File: src/rtl/axi_rd_dma_pkg.sv
// Shared types and AXI constants for the AXI read DMA.
// Also provides a constant log2 helper that turns the beat width into arsize.
package axi_rd_dma_pkg;

  typedef enum logic [2:0] {
    IDLE,
    LOAD,
    ADDR,
    DATA,
    DONE
  } state_t;

  localparam logic [1:0]  AXI_BURST_INCR = 2'b01;
  localparam logic [2:0]  AXI_ARPROT     = 3'b010;
  localparam int unsigned BOUNDARY_4K    = 4096;

  // Ceiling log2; exact for the power-of-two widths used here.
  function automatic int log2(input int unsigned v);
    int r;
    r = 0;
    for (int i = 0; i < 32; i++) begin
      if ((32'd1 << i) < v) r = i + 1;
    end
    return r;
  endfunction

endpackage

File: src/rtl/axi_rd_fifo.sv
// Synchronous FIFO with occupancy count; read data is visible the cycle after the write.
// Writes are dropped when full and pops are ignored when empty, so the owner must gate both.
module axi_rd_fifo #(
  parameter int WIDTH = 64,
  parameter int DEPTH = 64
) (
  input  logic                       clk,
  input  logic                       rstn,
  input  logic                       wr_vld,
  input  logic [WIDTH-1:0]           wr_dat,
  input  logic                       rd_rdy,
  output logic [WIDTH-1:0]           rd_dat,
  output logic                       full,
  output logic                       empty,
  output logic [$clog2(DEPTH+1)-1:0] count
);

  localparam int AW = (DEPTH > 1) ? $clog2(DEPTH) : 1;
  localparam int CW = $clog2(DEPTH + 1);

  logic [WIDTH-1:0] mem [DEPTH];
  logic [AW-1:0]    wr_ptr;
  logic [AW-1:0]    rd_ptr;
  logic             do_wr;
  logic             do_rd;

  function automatic logic [AW-1:0] ptr_inc(input logic [AW-1:0] p);
    return (p == AW'(DEPTH - 1)) ? '0 : p + AW'(1);
  endfunction

  assign full   = (count == CW'(DEPTH));
  assign empty  = (count == '0);
  assign do_wr  = wr_vld && !full;
  assign do_rd  = rd_rdy && !empty;
  assign rd_dat = mem[rd_ptr];

  // Storage carries no reset; flushing is done by clearing pointers and count.
  always_ff @(posedge clk) begin
    if (do_wr) mem[wr_ptr] <= wr_dat;
  end

  always_ff @(posedge clk) begin
    if (!rstn) begin
      wr_ptr <= '0;
      rd_ptr <= '0;
      count  <= '0;
    end else begin
      if (do_wr) wr_ptr <= ptr_inc(wr_ptr);
      if (do_rd) rd_ptr <= ptr_inc(rd_ptr);
      case ({do_wr, do_rd})
        2'b10:   count <= count + CW'(1);
        2'b01:   count <= count - CW'(1);
        default: count <= count;
      endcase
    end
  end

endmodule

File: src/rtl/axi_rd_dma.sv
// AXI4 read master streaming LENGTH beats from ADDR into AXI-Stream, bursts split at 4 KB.
// AXIS data lags its R beat by one cycle; ARs are only issued when the FIFO can absorb the whole burst.
module axi_rd_dma
  import axi_rd_dma_pkg::*;
#(
  parameter int ID_WIDTH   = 1,
  parameter int DATA_WIDTH = 64,
  parameter int MAX_BURST  = 16,
  parameter int FIFO_DEPTH = 64
) (
  input  logic                    clk,
  input  logic                    rstn,
  output logic [ID_WIDTH-1:0]     m_axi_arid,
  output logic [31:0]             m_axi_araddr,
  output logic [7:0]              m_axi_arlen,
  output logic [2:0]              m_axi_arsize,
  output logic [1:0]              m_axi_arburst,
  output logic                    m_axi_arlock,
  output logic [3:0]              m_axi_arcache,
  output logic [2:0]              m_axi_arprot,
  output logic [3:0]              m_axi_arregion,
  output logic [3:0]              m_axi_arqos,
  output logic                    m_axi_arvalid,
  input  logic                    m_axi_arready,
  input  logic [ID_WIDTH-1:0]     m_axi_rid,
  input  logic [DATA_WIDTH-1:0]   m_axi_rdata,
  input  logic [1:0]              m_axi_rresp,
  input  logic                    m_axi_rlast,
  input  logic                    m_axi_rvalid,
  output logic                    m_axi_rready,
  output logic                    m_axis_tvalid,
  input  logic                    m_axis_tready,
  output logic [DATA_WIDTH-1:0]   m_axis_tdata,
  output logic [DATA_WIDTH/8-1:0] m_axis_tstrb,
  output logic                    m_axis_tlast,
  input  logic                    START_REG,
  input  logic [31:0]             ADDR_REG,
  input  logic [31:0]             LENGTH_REG,
  output logic                    RIDLE_REG,
  output logic [31:0]             CYCLES_REG,
  output logic                    RERR_REG
);

  localparam int BEAT_SHIFT = log2(DATA_WIDTH / 8);
  localparam int CNT_W      = $clog2(FIFO_DEPTH + 1);

  state_t      state;
  state_t      state_nxt;
  logic [31:0] addr_q;
  logic [31:0] remain_q;
  logic [31:0] total_q;
  logic [31:0] outstanding_q;
  logic [31:0] recv_q;
  logic [31:0] sent_q;
  logic [31:0] cycles_q;
  logic        rerr_q;
  logic        arvalid_q;
  logic [31:0] beats_to_4k;
  logic [31:0] burst_len;
  logic        ar_issue_ok;
  logic        ar_hs;
  logic        r_hs;
  logic        axis_hs;
  logic        fifo_full;
  logic        fifo_empty;
  logic [CNT_W-1:0] fifo_count;
  logic        unused_ok;

  // rid and rlast carry no information here; framing comes from the beat count.
  assign unused_ok = ^{m_axi_rid, m_axi_rlast, m_axi_rresp[0]};

  // Burst size only depends on addr_q/remain_q, which move solely on AR handshake,
  // so araddr/arlen stay stable while arvalid waits.
  always_comb begin
    beats_to_4k = (32'(BOUNDARY_4K) - {20'd0, addr_q[11:0]}) >> BEAT_SHIFT;
    burst_len   = remain_q;
    if (burst_len > 32'(MAX_BURST)) burst_len = 32'(MAX_BURST);
    if (burst_len > beats_to_4k)    burst_len = beats_to_4k;
  end

  assign ar_issue_ok = (state == ADDR) && !arvalid_q && (remain_q != '0) &&
                       (32'(fifo_count) + outstanding_q + burst_len <= 32'(FIFO_DEPTH));
  assign ar_hs   = arvalid_q && m_axi_arready;
  assign r_hs    = m_axi_rvalid && m_axi_rready;
  assign axis_hs = m_axis_tvalid && m_axis_tready;

  always_ff @(posedge clk) begin
    if (!rstn) state <= IDLE;
    else       state <= state_nxt;
  end

  always_comb begin
    state_nxt = state;
    unique case (state)
      IDLE:    if (START_REG) state_nxt = LOAD;
      LOAD:    state_nxt = ADDR;
      ADDR:    if (remain_q == '0) state_nxt = DATA;
      DATA:    if (recv_q == total_q) state_nxt = DONE;
      DONE:    if (!START_REG) state_nxt = IDLE;
      default: state_nxt = IDLE;
    endcase
  end

  always_ff @(posedge clk) begin
    if (!rstn) begin
      addr_q        <= '0;
      remain_q      <= '0;
      total_q       <= '0;
      outstanding_q <= '0;
      recv_q        <= '0;
      sent_q        <= '0;
      cycles_q      <= '0;
      rerr_q        <= 1'b0;
      arvalid_q     <= 1'b0;
    end else if (state == LOAD) begin
      addr_q        <= ADDR_REG;
      remain_q      <= LENGTH_REG;
      total_q       <= LENGTH_REG;
      outstanding_q <= '0;
      recv_q        <= '0;
      sent_q        <= '0;
      cycles_q      <= '0;
      rerr_q        <= 1'b0;
      arvalid_q     <= 1'b0;
    end else begin
      if (ar_hs) begin
        addr_q    <= addr_q + (burst_len << BEAT_SHIFT);
        remain_q  <= remain_q - burst_len;
        arvalid_q <= 1'b0;
      end else if (ar_issue_ok) begin
        arvalid_q <= 1'b1;
      end
      case ({ar_hs, r_hs})
        2'b10:   outstanding_q <= outstanding_q + burst_len;
        2'b01:   outstanding_q <= outstanding_q - 32'd1;
        2'b11:   outstanding_q <= outstanding_q + burst_len - 32'd1;
        default: outstanding_q <= outstanding_q;
      endcase
      if (r_hs)    recv_q <= recv_q + 32'd1;
      if (axis_hs) sent_q <= sent_q + 32'd1;
      if (state == ADDR || state == DATA) cycles_q <= cycles_q + 32'd1;
      if (r_hs && m_axi_rresp[1]) rerr_q <= 1'b1;
    end
  end

  axi_rd_fifo #(
    .WIDTH (DATA_WIDTH),
    .DEPTH (FIFO_DEPTH)
  ) u_fifo (
    .clk    (clk),
    .rstn   (rstn),
    .wr_vld (r_hs),
    .wr_dat (m_axi_rdata),
    .rd_rdy (axis_hs),
    .rd_dat (m_axis_tdata),
    .full   (fifo_full),
    .empty  (fifo_empty),
    .count  (fifo_count)
  );

  assign m_axi_arid     = '0;
  assign m_axi_araddr   = addr_q;
  assign m_axi_arlen    = 8'(burst_len - 32'd1);
  assign m_axi_arsize   = 3'(BEAT_SHIFT);
  assign m_axi_arburst  = AXI_BURST_INCR;
  assign m_axi_arlock   = 1'b0;
  assign m_axi_arcache  = 4'd0;
  assign m_axi_arprot   = AXI_ARPROT;
  assign m_axi_arregion = 4'd0;
  assign m_axi_arqos    = 4'd0;
  assign m_axi_arvalid  = arvalid_q;
  assign m_axi_rready   = !fifo_full;
  assign m_axis_tvalid  = !fifo_empty;
  assign m_axis_tstrb   = '1;
  assign m_axis_tlast   = m_axis_tvalid && (sent_q + 32'd1 == total_q);
  assign RIDLE_REG      = (state == IDLE);
  assign CYCLES_REG     = cycles_q;
  assign RERR_REG       = rerr_q;

endmodule

File: config.mk
export PLATFORM = sky130hd
export DESIGN_NAME = axi_rd_dma
export DESIGN_NICKNAME = d
export VERILOG_FILES = /design/src/rtl/axi_rd_dma_pkg.sv /design/src/rtl/axi_rd_fifo.sv /design/src/rtl/axi_rd_dma.sv
export SDC_FILE = /design/constraint.sdc
export NUM_CORES = 2
export LEC_CHECK = 0
export CELL_PAD_IN_SITES_DETAIL_PLACEMENT = 0
export CELL_PAD_IN_SITES_GLOBAL_PLACEMENT = 1
export CORE_MARGIN = 10
export CORE_UTILIZATION = 45
export DETAILED_ROUTE_END_ITERATION = 7
export GPL_TIMING_DRIVEN = 0
export PLACE_DENSITY_LB_ADDON = 0.1
export SYNTH_ARGS = -nofsm -noshare
export SYNTH_HDL_FRONTEND = slang
export SYNTH_SLANG_ARGS = --single-unit
File: constraint.sdc
create_clock -name clk -period 11.1 [get_ports clk]
set_input_delay 2.22 -clock clk [delete_from_list [all_inputs] [get_ports clk]]
set_output_delay 2.22 -clock clk [all_outputs]
set_load 0.05 [all_outputs]
==> run_results.csv <==
group,metric,value,unit
setup_path,r2r_cells,29,
synth,ys_async_sr_fraction,0,%
final_layout,fin_nets,9933,
synth,synth_edf_count,4096,
cts,clk_latency,1.01,ns
route,ant_nets,0,
synth,yosys.area.top_type,"edfxtp_1",
route,viasPerCell,6.015,
cts,ctsResizeCount,0,
sta,worstMarginPinSlew,1.454,ns
route,num_vias,91511,
final_layout,finish.instance_area,0.2057,mm²
sta,timing.final.crit_period,10.22,ns
synth,synth_most_common_cell,"edfxtp_1",
sta,clock_skew,0.07669,ns
sta,clock.fmax,97.88,MHz
die,start_util,45.17,%
final_layout,n_fill_cell,30500,
synth,synthTopCellsByCount,"edfxtp_1 (4,096), mux4_2 (1,344), clkbuf_1 (339)",
synth,yosysWarnings,0,
die,core,0.3891,mm²
synth,ys_dominant_reg_cell,"edfxtp_1",
setup_path,slowest_stage,"o21ai_0",
setup_path,startpoint,"m_axi_araddr[3]$_SDFFE_PN0P_",
final_layout,fin_cells,15214,
route,routed_wl,507.7,mm
cts,cts_tree,"done",
setup_path,r2r-start,"m_axi_araddr[3]$_SDFFE_PN0P_",
global_route,antenna_found_initial,56,
sta,finalCritPeriodShare,92.04,%
setup_path,worst_path_most_repeated_cell,"nand2_1",
die,ioPinCount,310,
setup_path,worstPathCellList,"nor4_1, nand2_1, or3_1, clkbuf_1, nor4_1, xor2_1, ha_1, nand3_1, nor3_1, nand2_1, o21a_1, nand2_1, clkbuf_1, o21ai_0, inv_1, ha_1, nand4_1, xnor2_1, o21ai_0, clkdlybuf4s50_1",
route,wl_per_cell,33.37,µm
cts,hold_buffers,0,
outcome,status,"completed",
synth,avgSynthCellArea,20.64,µm²
synth,synth_cell_types,98,
setup_path,path_buf_inv,4,
cts,h-tree-depth,5,
placement,dpl_cell_area,0.1912,mm²
pwr,peakVddDrop,0.1681,mV
setup_path,worstSetupPathType,"reg2out",
sta,finalSetupViolations,0,
route,first_pass_iters,8,
placement,dp.cells,14364,
placement,place_congestion,0.8269,
synth,synthCells,8514,
final_layout,area_growth,17.06,%
die,die_w,644.9,µm
cts,clk_pin_slew,0.06,ns
final_layout,seq_area,0.1281,mm²
setup_path,r2r_end,"m_axi_arvalid$_SDFFE_PP0P_",
die,die-area,0.4159,mm²
route,drc,0,
global_route,grt_overflow,0,
global_route,grt_usage,24.03,%
setup_path,crit_fanout,10,
synth,yosysTopAreaCellShare,69.99,%
final_layout,finish.utilization,52.87,%
setup_path,r2r_slack,1.27,ns
global_route,grt_pass1_wl,715.0,mm
final_layout,multi_input_area,0.04633,mm²
cts,postCtsSetupBuffers,0,
pwr,p_leak,63.89,nW
placement,hpwl,354.6,mm
synth,syn_area,0.1757,mm²
die,rows,229,
sta,drv_slew,0,
final_layout,layout-drive-gt1-share,24.93,%
pwr,finalPower,42.05,mW
sta,hold_viol,0,
sta,rsz0062_at_grt,"no",
cts,cts_buffer_depth,4,
setup_path,crit_family,"simple AND/OR/NAND/NOR gates",
placement,port_buffers,275,
synth,synth_seq_area_share,72.88,%
route,drt-initial-drc-count,10188,
pwr,p_per_area,204.4,mW/mm²
sta,slew_headroom,3.073,%
cts,cts_root_buf,"clkbuf_16",
die,die_y,644.9,µm
setup_path,cp.required,8.88,ns
global_route,grt_pass1_vias,93159,
cts,clock_sinks,4350,
synth,synth_area_leaders,"edfxtp_1 (70%), mux4_2 (17%), dfxtp_1 (2.9%)",
setup_path,cp-start-kind,"register",
cts,numCtsBuffers,447,
setup_path,crit_end,"m_axi_arlen[6]",
setup_path,worstSetupEndpointType,"output port",
setup_path,path_depth,20,
synth,synth_seq_cells,4350,
global_route,grt_max_degree,65,
setup_path,cpPeakStageDelay,1.01,ns
min_path,hold_class,"reg2reg",
setup_path,worstPathArrival,8.00,ns
run,maxCapViolations,0,
## registers in the layout, summed over array words and instances (netlist names), named ones only
| signal | cells |
|---|---|
| remain_q | 32 |
| recv_q | 32 |
| u_fifo.rd_ptr | 6 |
| m_axi_arvalid | 1 |
| m_axi_araddr | 32 |
| u_fifo.wr_ptr | 6 |
| sent_q | 32 |
| RERR_REG | 1 |
| outstanding_q | 32 |
| CYCLES_REG | 32 |
| total_q | 32 |
| u_fifo.mem | 4096 |
| u_fifo.count | 7 |
| state | 3 |
## layout make-up
type | count | share of cell area, %
flip-flops and latches | 4350 | 62.26
multi-input cells | 3723 | 22.52
clock buffers | 552 | 5.731
repair buffers | 540 | 3.901
well taps | 5197 | 3.161
clock inverters | 275 | 1.294
plain buffers | 464 | 0.9366
inverters | 91 | 0.1673
diodes | 22 | 0.02676
## routing by layer
layer  up-vias  part of all wire, %  global-route usage [%]
met5         -                0.023                       0
met4        16                  3.2                   6.973
met3       675                  7.1                   4.145
met2      3572                   49                   39.83
met1     49617                   41                   32.98
li1      37631                    -                       -
## cells by family (layout without fill, tap and decap cells)
kind of cell / after synthesis / after routing / share of synthesized area (%)
buffers and inverters: 555 / 1922 / 1.264
DFF: 4350 / 4350 / 72.88
adders and majority gates: 178 / 178 / 1.417
other: 2 / 138 / 0.004273
AOI/OAI and AO/OA: 684 / 684 / 2.611
muxes: 1384 / 1384 / 17.45
xor gates and xnor gates: 284 / 284 / 1.420
and+or+nand+nor: 1077 / 1077 / 2.948
## worst min path at each step
stage	start	endpoint	slack [ns]	depth (start not counted)
finish	RERR_REG$_SDFFE_PP0P_	RERR_REG$_SDFFE_PP0P_	0.47	2
global route	RERR_REG$_SDFFE_PP0P_	RERR_REG$_SDFFE_PP0P_	0.48	2
CTS	RERR_REG$_SDFFE_PP0P_	RERR_REG$_SDFFE_PP0P_	0.47	2
detailed placement	RERR_REG$_SDFFE_PP0P_	RERR_REG$_SDFFE_PP0P_	0.46	2
global placement	RERR_REG$_SDFFE_PP0P_	RERR_REG$_SDFFE_PP0P_	0.45	2
floorplan	sent_q[1]$_SDFFE_PP0P_	sent_q[1]$_SDFFE_PP0P_	0.45	2
## cell usage in the layout, fill, tap and decap left out, types with 64 or more instances in the layout
| master | count |
|---|---|
| edfxtp_1 | 4096 |
| mux4_2 | 1344 |
| clkbuf_16 | 452 |
| clkbuf_1 | 401 |
| nand2_1 | 331 |
| dfxtp_1 | 254 |
| buf_12 | 224 |
| nor2_1 | 218 |
| clkdlybuf4s50_1 | 211 |
| a21oi_1 | 166 |
| xor2_1 | 153 |
| o21ai_0 | 150 |
| ha_1 | 143 |
| xnor2_1 | 130 |
| conb_1 | 116 |
| clkinv_1 | 104 |
| clkinv_2 | 91 |
| inv_1 | 90 |
| buf_2 | 78 |
| buf_1 | 77 |
| nand3_1 | 74 |
| nor3_1 | 64 |
## worst min-delay path, cell delays in order, from the launching register on
cell and delay, ns:
dfxtp_1 0.33, a21oi_1 0.04, nor2_1 0.07
## where the power goes
| part | internal [mW] | switching, mW | total, mW |
|---|---|---|---|
| Combinational | 3.66 | 5.23 | 8.89 |
| Clock | 8.49 | 6.38 | 14.9 |
| Sequential | 18.1 | 0.153 | 18.3 |
## stage by stage
stage | TNS [ns] | setup WS, ns | hold slack (ns)
finish | 0 | 0.8834 | 0.4698
global route | 0 | 0.1592 | 0.4801
CTS | 0 | 0.6722 | 0.4743
detailed placement | 0 | 1.222 | 0.4571
global placement | -7799.04 | -3.158 | 0.4475
floorplan | 0 | 3.367 | 0.4536
Note: power is estimated with default switching activity, not from simulation.
